**config.mk**
```make
export PLATFORM = sky130hd
export DESIGN_NAME = spi_frame_sequencer
export DESIGN_NICKNAME = d
export VERILOG_FILES = /design/src/rtl/spi_frame_sequencer.sv
export SDC_FILE = /design/constraint.sdc
export NUM_CORES = 1
export LEC_CHECK = 0
export ABC_AREA = 1
export CAP_MARGIN = 10
export CORE_MARGIN = 2
export CORE_UTILIZATION = 64
export CTS_CLUSTER_SIZE = 25
export DETAILED_ROUTE_END_ITERATION = 12
export HOLD_SLACK_MARGIN = 0.08
export PLACE_DENSITY = 0.95
export SYNTH_ARGS = -nofsm -noshare
export SYNTH_HDL_FRONTEND = slang
export SYNTH_SLANG_ARGS = --single-unit
export TNS_END_PERCENT = 30
```
**constraint.sdc**
```tcl
create_clock -name CLOCK_50 -period 3.9 [get_ports CLOCK_50]
set_input_delay 0.78 -clock CLOCK_50 [delete_from_list [all_inputs] [get_ports CLOCK_50]]
set_output_delay 0.78 -clock CLOCK_50 [all_outputs]
set_load 0.1 [all_outputs]
```
**src/rtl/spi_frame_sequencer.sv**
```systemverilog
// SPI frame sequencer: frames up to DEPTH TX bytes under one SS_N assertion and captures the MISO bytes.
// Optional echo checking is enabled by defining SPI_SEQ_ECHO_CHECK_EN.
module spi_frame_sequencer #(
  parameter int DEPTH     = 16,
  parameter int SETUP_CYC = 50,
  parameter int GAP_CYC   = 25,
  localparam int LEN_W    = $clog2(DEPTH + 1),
  localparam int AW       = $clog2(DEPTH)
) (
  input  logic             CLOCK_50,
  input  logic             RESET,
  input  logic             start,
  input  logic [LEN_W-1:0] frame_len,
  input  logic             wr_en,
  input  logic [AW-1:0]    wr_addr,
  input  logic [7:0]       wr_data,
  output logic             byte_valid,
  output logic [7:0]       byte_data,
  input  logic             byte_ready,
  input  logic             rx_valid,
  input  logic [7:0]       rx_data,
  output logic             SS_N,
  output logic             busy,
  output logic             done,
  input  logic [AW-1:0]    rd_addr,
  output logic [7:0]       rd_data,
  output logic [7:0]       err_cnt
);

  localparam int CNT_MAX = (SETUP_CYC > GAP_CYC) ? SETUP_CYC : GAP_CYC;
  localparam int CNT_W   = (CNT_MAX > 1) ? $clog2(CNT_MAX) : 1;
  localparam logic [CNT_W-1:0] SETUP_LAST = CNT_W'(SETUP_CYC - 1);
  localparam logic [CNT_W-1:0] GAP_LAST   = CNT_W'((GAP_CYC > 0) ? GAP_CYC - 1 : 0);
  localparam logic [LEN_W-1:0] DEPTH_LEN  = LEN_W'(DEPTH);

  typedef enum logic [2:0] {
    IDLE,
    SETUP,
    ISSUE,
    WAIT_RX,
    GAP,
    HOLD,
    DONE
  } state_t;

  state_t           state;
  state_t           state_next;
  logic [7:0]       tx_buf [DEPTH];
  logic [7:0]       rx_buf [DEPTH];
  logic [LEN_W-1:0] len;
  logic [LEN_W-1:0] start_len;
  logic [AW-1:0]    idx;
  logic [CNT_W-1:0] cnt;
  logic             frame_load;
  logic             idx_inc;
  logic             rx_store;
  logic             last_byte;

  assign start_len = (frame_len > DEPTH_LEN) ? DEPTH_LEN : frame_len;
  assign last_byte = (LEN_W'(idx) == len - LEN_W'(1));

  always_ff @(posedge CLOCK_50) begin
    if (RESET) begin
      state <= IDLE;
    end else begin
      state <= state_next;
    end
  end

  // SS_N, byte_valid and done are decoded from state so a reset drops them one cycle later.
  always_comb begin
    state_next = state;
    frame_load = 1'b0;
    idx_inc    = 1'b0;
    rx_store   = 1'b0;
    byte_valid = 1'b0;
    byte_data  = 8'h00;
    SS_N       = 1'b1;
    busy       = 1'b1;
    done       = 1'b0;
    case (state)
      IDLE: begin
        busy = 1'b0;
        if (start) begin
          frame_load = 1'b1;
          state_next = (start_len == '0) ? DONE : SETUP;
        end
      end
      SETUP: begin
        SS_N = 1'b0;
        if (cnt == SETUP_LAST) begin
          state_next = ISSUE;
        end
      end
      ISSUE: begin
        SS_N       = 1'b0;
        byte_valid = 1'b1;
        byte_data  = tx_buf[idx];
        if (byte_ready) begin
          state_next = WAIT_RX;
        end
      end
      WAIT_RX: begin
        SS_N = 1'b0;
        if (rx_valid) begin
          rx_store = 1'b1;
          if (last_byte) begin
            state_next = HOLD;
          end else begin
            idx_inc    = 1'b1;
            state_next = (GAP_CYC == 0) ? ISSUE : GAP;
          end
        end
      end
      GAP: begin
        SS_N = 1'b0;
        if (cnt == GAP_LAST) begin
          state_next = ISSUE;
        end
      end
      HOLD: begin
        SS_N = 1'b0;
        if (cnt == SETUP_LAST) begin
          state_next = DONE;
        end
      end
      DONE: begin
        done       = 1'b1;
        state_next = IDLE;
      end
      default: begin
        state_next = IDLE;
      end
    endcase
  end

  // The delay counter restarts on every state change and only runs in the timed states.
  always_ff @(posedge CLOCK_50) begin
    if (RESET) begin
      cnt <= '0;
    end else if (state_next != state) begin
      cnt <= '0;
    end else if (state == SETUP || state == GAP || state == HOLD) begin
      cnt <= cnt + CNT_W'(1);
    end
  end

  always_ff @(posedge CLOCK_50) begin
    if (RESET) begin
      idx <= '0;
      len <= '0;
    end else if (frame_load) begin
      idx <= '0;
      len <= start_len;
    end else if (idx_inc) begin
      idx <= idx + AW'(1);
    end
  end

  always_ff @(posedge CLOCK_50) begin
    if (wr_en && !busy) begin
      tx_buf[wr_addr] <= wr_data;
    end
    if (rx_store) begin
      rx_buf[idx] <= rx_data;
    end
  end

  always_ff @(posedge CLOCK_50) begin
    if (RESET) begin
      rd_data <= 8'h00;
    end else begin
      rd_data <= rx_buf[rd_addr];
    end
  end

`ifdef SPI_SEQ_ECHO_CHECK_EN
  // The slave echoes the previous byte, so byte idx is compared against tx_buf[idx-1].
  logic echo_miss;

  assign echo_miss = rx_store && (idx != '0) && (rx_data != tx_buf[idx - AW'(1)]);

  always_ff @(posedge CLOCK_50) begin
    if (RESET) begin
      err_cnt <= 8'h00;
    end else if (frame_load) begin
      err_cnt <= 8'h00;
    end else if (echo_miss && err_cnt != 8'hFF) begin
      err_cnt <= err_cnt + 8'd1;
    end
  end
`else
  assign err_cnt = 8'h00;
`endif

endmodule

```
==> results of run 1 <==
[per-layer routing]
layer / GRT usage [%] / share of wire, %
met5: 0 / 0
met4: 13.6 / 4.5
met3: 5.72 / 12
met2: 48.9 / 50
met1: 36.7 / 34
[sequential cells by signal (all words and copies together) (netlist names), named ones only]
signal,cells
cnt,6
idx,4
len,5
rd_data,8
rx_buf,128
state,3
tx_buf,128
[worst min-delay path: cells and delay by family (launching register included)]
kind / cells / cell delay (ns)
buf+inv: 1 / 0.09
flops: 1 / 0.29
compound gates: 1 / 0.08
[per-stage QoR]
step                area, µm²  std cells  power (µW)  utilization, %
finish                  13100       1234        6420            73.4
global route            13100       1234        6550            73.4
CTS                     13100       1234        6400            73.4
detailed placement      12200       1184        3820            68.4
global placement        12200       1184        3800            68.4
floorplan               11600        950        3680               -
[synth_stat cells (all sizes together)]
cell type	count	area [µm²]
a211oi	1	7.51
a21oi	25	125
a31oi	1	6.26
buf	22	135
clkbuf	33	126
clkinv	1	5.00
conb	1	3.75
dfxtp	30	601
edfxtp	256	7690
ha	8	100
inv	43	161
mux2i	1	10.0
nand2	42	158
nand3	39	215
nand4	3	18.8
nor2	208	796
nor3	2	15.0
o211ai	38	285
o21ai	133	666
o221ai	26	228
o22ai	19	119
o311ai	1	8.76
xnor2	4	35.0
xor2	6	52.6
[area by class of cell]
| type | count | area (µm²) | share of cell area, % |
|---|---|---|---|
| clock inverter | 15 | 146 | 1.12 |
| clock buffer | 35 | 748 | 5.71 |
| multi-input combinational | 565 | 2910 | 22.2 |
| sequential | 286 | 8290 | 63.3 |
| tap | 229 | 287 | 2.19 |
| inverter | 44 | 166 | 1.27 |
| timing repair buffer | 60 | 553 | 4.22 |
[logic make-up after synthesis]
logic type      Yosys count
flops                   286
buf+inv                  99
simple gates            294
compound gates          244
fa+ha+maj                 8
other cells               1
mux                       1
xor+xnor                 10
[worst max path at each step]
stage	start	cells past startpoint	to
floorplan	state[1]	4	byte_data[0]
global placement	register	6	byte_data[0]
detailed placement	register	6	byte_data[5]
CTS	register	6	byte_data[5]
global route	register	6	byte_data[5]
finish	register	6	byte_data[5]
[power by group]
part           switching (µW)  internal (µW)  leakage, µW
Combinational             295           94.5      0.00133
Sequential               11.5           3360      0.00255
Clock                    1110           1550     0.000432
Total                    1410           5010      0.00431
==> impl_metrics.tcl, run 1 <==
set metrics [dict create \
    p_leak_uw 0.00431 \
    synth-simple-area-share_pct 10.4 \
    slew-limit-headroom_pct 34.4 \
    outcome "finished, final reports clean" \
    grt.overflow.total 0 \
    synth_top_family_by_area "compound AO/OA/AOI/OAI gates" \
    synth_area_per_cell_um2 12.3 \
    synth_cells 943 \
    start_kind "register" \
    wl_per_cell_um 23.0 \
    io_pins 63 \
    synth_xor_area_share_pct 0.757 \
    postCtsHoldBufs 0 \
    drc 0 \
    synthAdderAreaFrac_pct 0.866 \
    viasPerCell 6.70 \
    gp_congestion 0.916 \
    required_ns 3.12 \
    die_w_um 138 \
    grt_setup_unrepaired "false" \
    drive_gt1_share_pct 8.16 \
    setup_viol 0 \
    path_class "reg -> out" \
    synth.distinct_cells 31 \
    ys_seq_area_share_pct 71.7 \
    hold_violations 0 \
    peakVddDrop_uv 475 \
    min-delay-path-class "reg -> reg" \
    yosys_warnings 0 \
    cp_slowest_stage_delay_ns 0.68 \
    final_common_cell "edfxtp_1" \
    htree_num_levels 1 \
    powerDensity_mw_per_mm2 490 \
    grt_pass1_wl_um 43200 \
    cts_resized 0 \
    final-max-slew-violation-count 0 \
    clk_path_buf_depth 3 \
    cts_setup_buffers 0 \
    timing.rr.start "state[0]" \
    cp_max_fo 61 \
    drt_iter0_drc 1317 \
    clk_pin_slew_ns 0.06 \
    die_area_mm2 0.0192 \
    min-delay-start "len[4]" \
    synth_compound_gate_area_share_pct 12.5 \
    ys_ff_latch 286 \
    cp_cell_sequence "inv_2, nor2_1, o211ai_1, o211ai_1, a21oi_2, buf_4" \
    min_path_cells 2 \
    worst_pin_slew_ns 0.981 \
    final.setup.worst_slack_ns 0.305 \
    clkSinkCount 286 \
    placeableCoreArea_mm2 0.0178 \
    start_util_pct 64.8 \
    cp_num_buf_inv 2 \
    totalWireLength_um 28400 \
    area_delta_synth_final_pct 13.3 \
    mappedNetlistArea_mm2 0.0116 \
    postRouteAntennaNets 0 \
    final_cell_mix "edfxtp_1, nor2_1, o21ai_0, nand2_1, clkdlybuf4s50_1" \
    skew_ns 0.0239 \
    grt_pass1_vias 8071 \
    root_buffer "clkbuf_16" \
    num-fill-cells 1006 \
    crit_family "buffers and inverters" \
    cp_slowest_cell "inv_2" \
    num_vias 8271 \
    min_to "len[4]" \
    pre_cts_ws_ns 0.976 \
    cts_tree "yes" \
    dr.pass1.iters 6 \
    r2r_end "tx_buf[15][4]" \
    grtUsageTotal_pct 29.0 \
    antenna_found_initial 0 \
    hold-worst-slack_ns 0.521 \
    cpMostUsedCell "o211ai_1" \
    numCtsBuffers 28 \
    insertion_delay_ns 0.55 \
    num-nets-final 1028 \
    grt_start_max_net_pins 65 \
    reg2regPathDepth 5 \
    cp.arrival_ns 2.82 \
    max_cap_viol_count 0 \
    synthMuxAreaShare_pct 0.0866 \
    die_h_um 138 \
    finalCritPeriodShare_pct 92.2 \
    hpwlAfterDp_um 16500 \
    diodes 0 \
    fin_crit_ns 3.60 \
    ff2ff_setup_slack_ns 1.44 \
    fmax_mhz 278 \
    crit_path_end_kind "output port" \
    port_buffers 54 \
    num_rows 49 \
    setup_tns_ns 0 \
]
(Power assumes the default switching activity.)
==> inputs of run 2 (changes only) <==
Settings changed: CORE_UTILIZATION 64 to 60, PLACE_DENSITY 0.95 to 0.91, SKIP_CTS_REPAIR_TIMING set to 1.
==> impl_metrics.tcl, run 2 (synthesis gave the netlist of run 1 again) <==
set metrics [dict create \
    outcome "finished, final reports clean" \
    wl_met2_um 12700 \
    clk_pin_slew_ns 0.06 \
    regArea_mm2 0.00829 \
    min-delay-path-class "reg -> reg" \
    htree_num_levels 1 \
    final_cell_mix "edfxtp_1, nor2_1, o21ai_0, nand2_1, clkdlybuf4s50_1" \
    path_class "reg -> out" \
    hold_violations 0 \
    skew_ns 0.00793 \
    fmax_mhz 280 \
    totalWireLength_um 26300 \
    powerDensity_mw_per_mm2 475 \
    start_kind "register" \
    grtUsageTotal_pct 25.9 \
    postRouteAntennaNets 0 \
    met1Wirelength_um 10100 \
    cp.arrival_ns 2.80 \
    num_rows 50 \
    cts_tree "yes" \
    viasPerCell 6.26 \
    clk_path_buf_depth 3 \
    root_buffer "clkbuf_16" \
    drc 0 \
    fin_cells 1259 \
    design_area_mm2 0.0130 \
    slew-limit-headroom_pct 31.9 \
    dr.pass1.iters 6 \
    io_pins 63 \
    crit_path_end_kind "output port" \
    required_ns 3.12 \
    die_area_mm2 0.0204 \
    num-nets-final 1026 \
    grt_setup_unrepaired "false" \
    antenna_found_initial 0 \
    pre_cts_ws_ns 0.943 \
    top_layer_used "met4" \
    grt.overflow.total 0 \
    num_vias 7885 \
    area_delta_synth_final_pct 12.8 \
    final.setup.worst_slack_ns 0.322 \
    grt_pass1_wl_um 40300 \
    reg_top3 "rx_buf (128), tx_buf (128), rd_data (8)" \
    dp_cells 1214 \
    finalCritPeriodShare_pct 91.7 \
    insertion_delay_ns 0.52 \
    grt_start_max_net_pins 65 \
    peakVddDrop_uv 429 \
    min_path_cells 2 \
    start_util_pct 61.4 \
    placed_area_mm2 0.0122 \
    placeableCoreArea_mm2 0.0188 \
    port_buffers 54 \
    die_h_um 143 \
    multi_input_area_mm2 0.00291 \
    gp_congestion 0.856 \
    drive_gt1_share_pct 8.11 \
    met3WireLength_um 2540 \
    worst_pin_slew_ns 1.02 \
    reg2regPathDepth 5 \
    die_w_um 143 \
    drt_iter0_drc 979 \
    numCtsBuffers 27 \
    cp_max_fo 36 \
    hpwlAfterDp_um 16000 \
    wl_per_cell_um 20.9 \
    max_cap_viol_count 0 \
    clkSinkCount 286 \
    diodes 0 \
    p_leak_uw 0.00427 \
    setup_viol 0 \
    fin_crit_ns 3.58 \
    final-max-slew-violation-count 0 \
    grt_pass1_vias 7556 \
    setup_tns_ns 0 \
    final_common_cell "edfxtp_1" \
    num-fill-cells 1174 \
]
run 2: changes by cell type in the layout (fill, tap and decap cells not counted):
cell        change
buf_4           -1
bufinv_16       -2
clkbuf_1        +3
clkbuf_16       -1
clkbuf_8        +1
clkinv_1        -8
clkinv_2        +3
clkinvlp_4      -1
inv_4           +1
inv_6           -1
run 2: stage by stage:
| stage | hold WS [ns] | total power [µW] | utilization, % |
|---|---|---|---|
| after CTS | 0.529 | 6200 | 69.3 |
| after floorplan | 0.458 | 3680 | - |
| after global routing | 0.560 | 6340 | 69.3 |
| after global placement | 0.493 | 3810 | 65.0 |
| final | 0.535 | 6200 | 69.3 |
| after detailed placement | 0.519 | 3820 | 65.0 |
run 2: area by class of cell:
class                           instances  area share, %
Multi-Input combinational cell        565           22.3
Inverter                               44           1.28
Clock buffer                           38           5.74
Timing Repair Buffer                   59           4.18
Clock inverter                          7          0.470
Sequential cell                       286           63.5
Tap cell                              260           2.49
run 2: power by group:
part           internal, µW  switching, µW  total [µW]
sequential             3360           12.2        3380
combinational          95.3            292         387
clock                  1390           1040        2440
run 2: worst paths after layout:
kind | start | endpoint | slack [ns]
min | len[4] | len[4] | 0.54
min reg2reg | len[4] | len[4] | 0.54
max reg2reg | state[0] | tx_buf[9][5] | 1.43
max | register | byte_data[0] | 0.32
run 2: worst max-delay path, cell delays in order, from the launching register on:
cell and delay [ns]:
dfxtp_1 0.30, buf_4 0.22, inv_2 0.48, o21ai_0 0.21
o22ai_1 0.23, o211ai_1 0.21, a21oi_2 0.27, buf_4 0.32
run 2: per-layer routing:
metal | up-vias | GRT usage (%)
met5 | - | 0
met4 | 0 | 10.8
met3 | 94 | 4.19
met2 | 527 | 42.7
met1 | 3765 | 34.6
li1 | 3499 | -
==> inputs of run 3 (changes only) <==
==> constraint.sdc (replaced) <==
create_clock -name CLOCK_50 -period 3.9 [get_ports CLOCK_50]
set_input_delay 0.39 -clock CLOCK_50 [delete_from_list [all_inputs] [get_ports CLOCK_50]]
set_output_delay 0.39 -clock CLOCK_50 [all_outputs]
set_load 0.1 [all_outputs]
==> impl_metrics.tcl, run 3 (synthesis gave the netlist of run 1 again) <==
set metrics [dict create \
    peakVddDrop_uv 439 \
    timing.rr.start "state[0]" \
    diodes 0 \
    placeableCoreArea_mm2 0.0188 \
    cp_cell_sequence "inv_2, o21ai_0, o211ai_1, o211ai_1, a21oi_1, buf_4" \
    die_w_um 143 \
    ff2ff_setup_slack_ns 1.43 \
    grt_pass1_wl_um 40500 \
    cts_tree "yes" \
    antenna_found_initial 0 \
    cp.depth 6 \
    grt.overflow.total 0 \
    path_class "reg -> out" \
    totalWireLength_um 26300 \
    powerDensity_mw_per_mm2 498 \
    fmax_mhz 307 \
    io_pins 63 \
    fin_cells 1265 \
    hpwlAfterDp_um 14900 \
    drt_iter0_drc 857 \
    grt_pass1_vias 7546 \
    cp_slowest_stage_delay_ns 0.71 \
    htree_num_levels 1 \
    grt_start_max_net_pins 65 \
    crit_path_end_kind "output port" \
    drive_gt1_share_pct 7.76 \
    crit_family "buffers and inverters" \
    slew-limit-headroom_pct 31.3 \
    insertion_delay_ns 0.55 \
    drc 0 \
    hold-worst-slack_ns 0.475 \
    start_kind "register" \
    fin_crit_ns 3.25 \
    cp_max_fo 64 \
    final_common_cell "edfxtp_1" \
    setup_viol 0 \
    num_vias 7823 \
    grt_setup_unrepaired "false" \
    dr.pass1.iters 5 \
    die_h_um 143 \
    met1Wirelength_um 9430 \
    num_rows 50 \
    clkSinkCount 286 \
    port_buffers 54 \
    met3WireLength_um 2540 \
    start_util_pct 61.4 \
    numCtsBuffers 27 \
    cpMostUsedCell "o211ai_1" \
    pre_cts_ws_ns 1.34 \
    min-delay-path-class "in -> reg" \
    cp.arrival_ns 2.86 \
    top_layer_used "met4" \
    max_cap_viol_count 0 \
    finalCritPeriodShare_pct 83.4 \
    dp_cells 1215 \
    p_leak_uw 0.00434 \
    viasPerCell 6.18 \
    reg_top3 "rx_buf (128), tx_buf (128), rd_data (8)" \
    final-max-slew-violation-count 0 \
    die_area_mm2 0.0204 \
    cp_num_buf_inv 2 \
    crit_path_end "byte_data[5]" \
    clk_path_buf_depth 3 \
    required_ns 3.51 \
    r2r_end "tx_buf[12][4]" \
    hold_violations 0 \
    num-nets-final 1027 \
    min_path_cells 3 \
    worst_pin_slew_ns 1.03 \
    final.setup.worst_slack_ns 0.647 \
    grtUsageTotal_pct 25.9 \
    cp_slowest_cell "inv_2" \
    root_buffer "clkbuf_16" \
    area_delta_synth_final_pct 14.0 \
    gp_congestion 0.837 \
    reg2regPathDepth 5 \
    skew_ns 0.0319 \
    outcome "finished, final reports clean" \
    final_cell_mix "edfxtp_1, nor2_1, o21ai_0, clkdlybuf4s50_1, nand2_1" \
    wl_per_cell_um 20.8 \
    postRouteAntennaNets 0 \
    clk_pin_slew_ns 0.07 \
    wl_met2_um 13600 \
    final_util_pct 70.0 \
]
==> run 3: changes by cell type in the layout (fill, tap and decap cells not counted), moves of 2 or more <==
cell             before  now
a21oi_1              17   25
clkbuf_1              9    6
bufinv_16             1    5
buf_4                16   14
clkbuf_8              1    5
clkdlybuf4s50_1      42   45
clkinv_2              6    3
clkinvlp_4            0    2
a21oi_2               8    0
==> run 3: area by class of cell <==
| type | count | area [µm²] |
|---|---|---|
| clock buffers | 38 | 767 |
| fillers | 1147 | 5640 |
| multi-input cells | 565 | 2880 |
| flip-flops and latches | 286 | 8290 |
| repair buffers | 60 | 561 |
| inverters | 44 | 166 |
| clock inverters | 12 | 204 |
| well taps | 260 | 325 |
==> run 3: how the worst min path moves through the flow <==
stage             end          from
3_3_place_gp   len[4]        len[4]
3_5_place_dp   len[4]        len[4]
4_1_cts        len[0]  frame_len[0]
5_1_grt        len[2]  frame_len[2]
6_report       len[3]  frame_len[3]
2_1_floorplan  len[4]        len[4]
==> run 3: per-layer routing <==
metal  up-vias  global-route usage, %
met2       543                   44.8
li1       3506                      -
met3        58                   3.72
met4         0                   10.4
met1      3716                   33.3
met5         -                      0
==> run 3: power breakdown <==
part,leakage (µW),internal [µW],switching [µW]
Combinational,0.00132,95.4,280
Clock,0.000469,1710,1110
Sequential,0.00255,3360,13.1
Total,0.00434,5170,1400
==> run 3: stage by stage <==
stage          instance area [µm²]  power, µW  setup TNS (ns)
2_1_floorplan                11600       3680           -2.80
3_3_place_gp                 12200       3790               0
3_5_place_dp                 12200       3810               0
4_1_cts                      13200       6570               0
5_1_grt                      13200       6710               0
6_report                     13200       6570               0
==> run 3: worst reg2reg max path: cells and delay by family, from the launching register on <==
kind / cells / cell delay (ns)
DFF: 1 / 0.38
and+or+nand+nor: 5 / 1.69
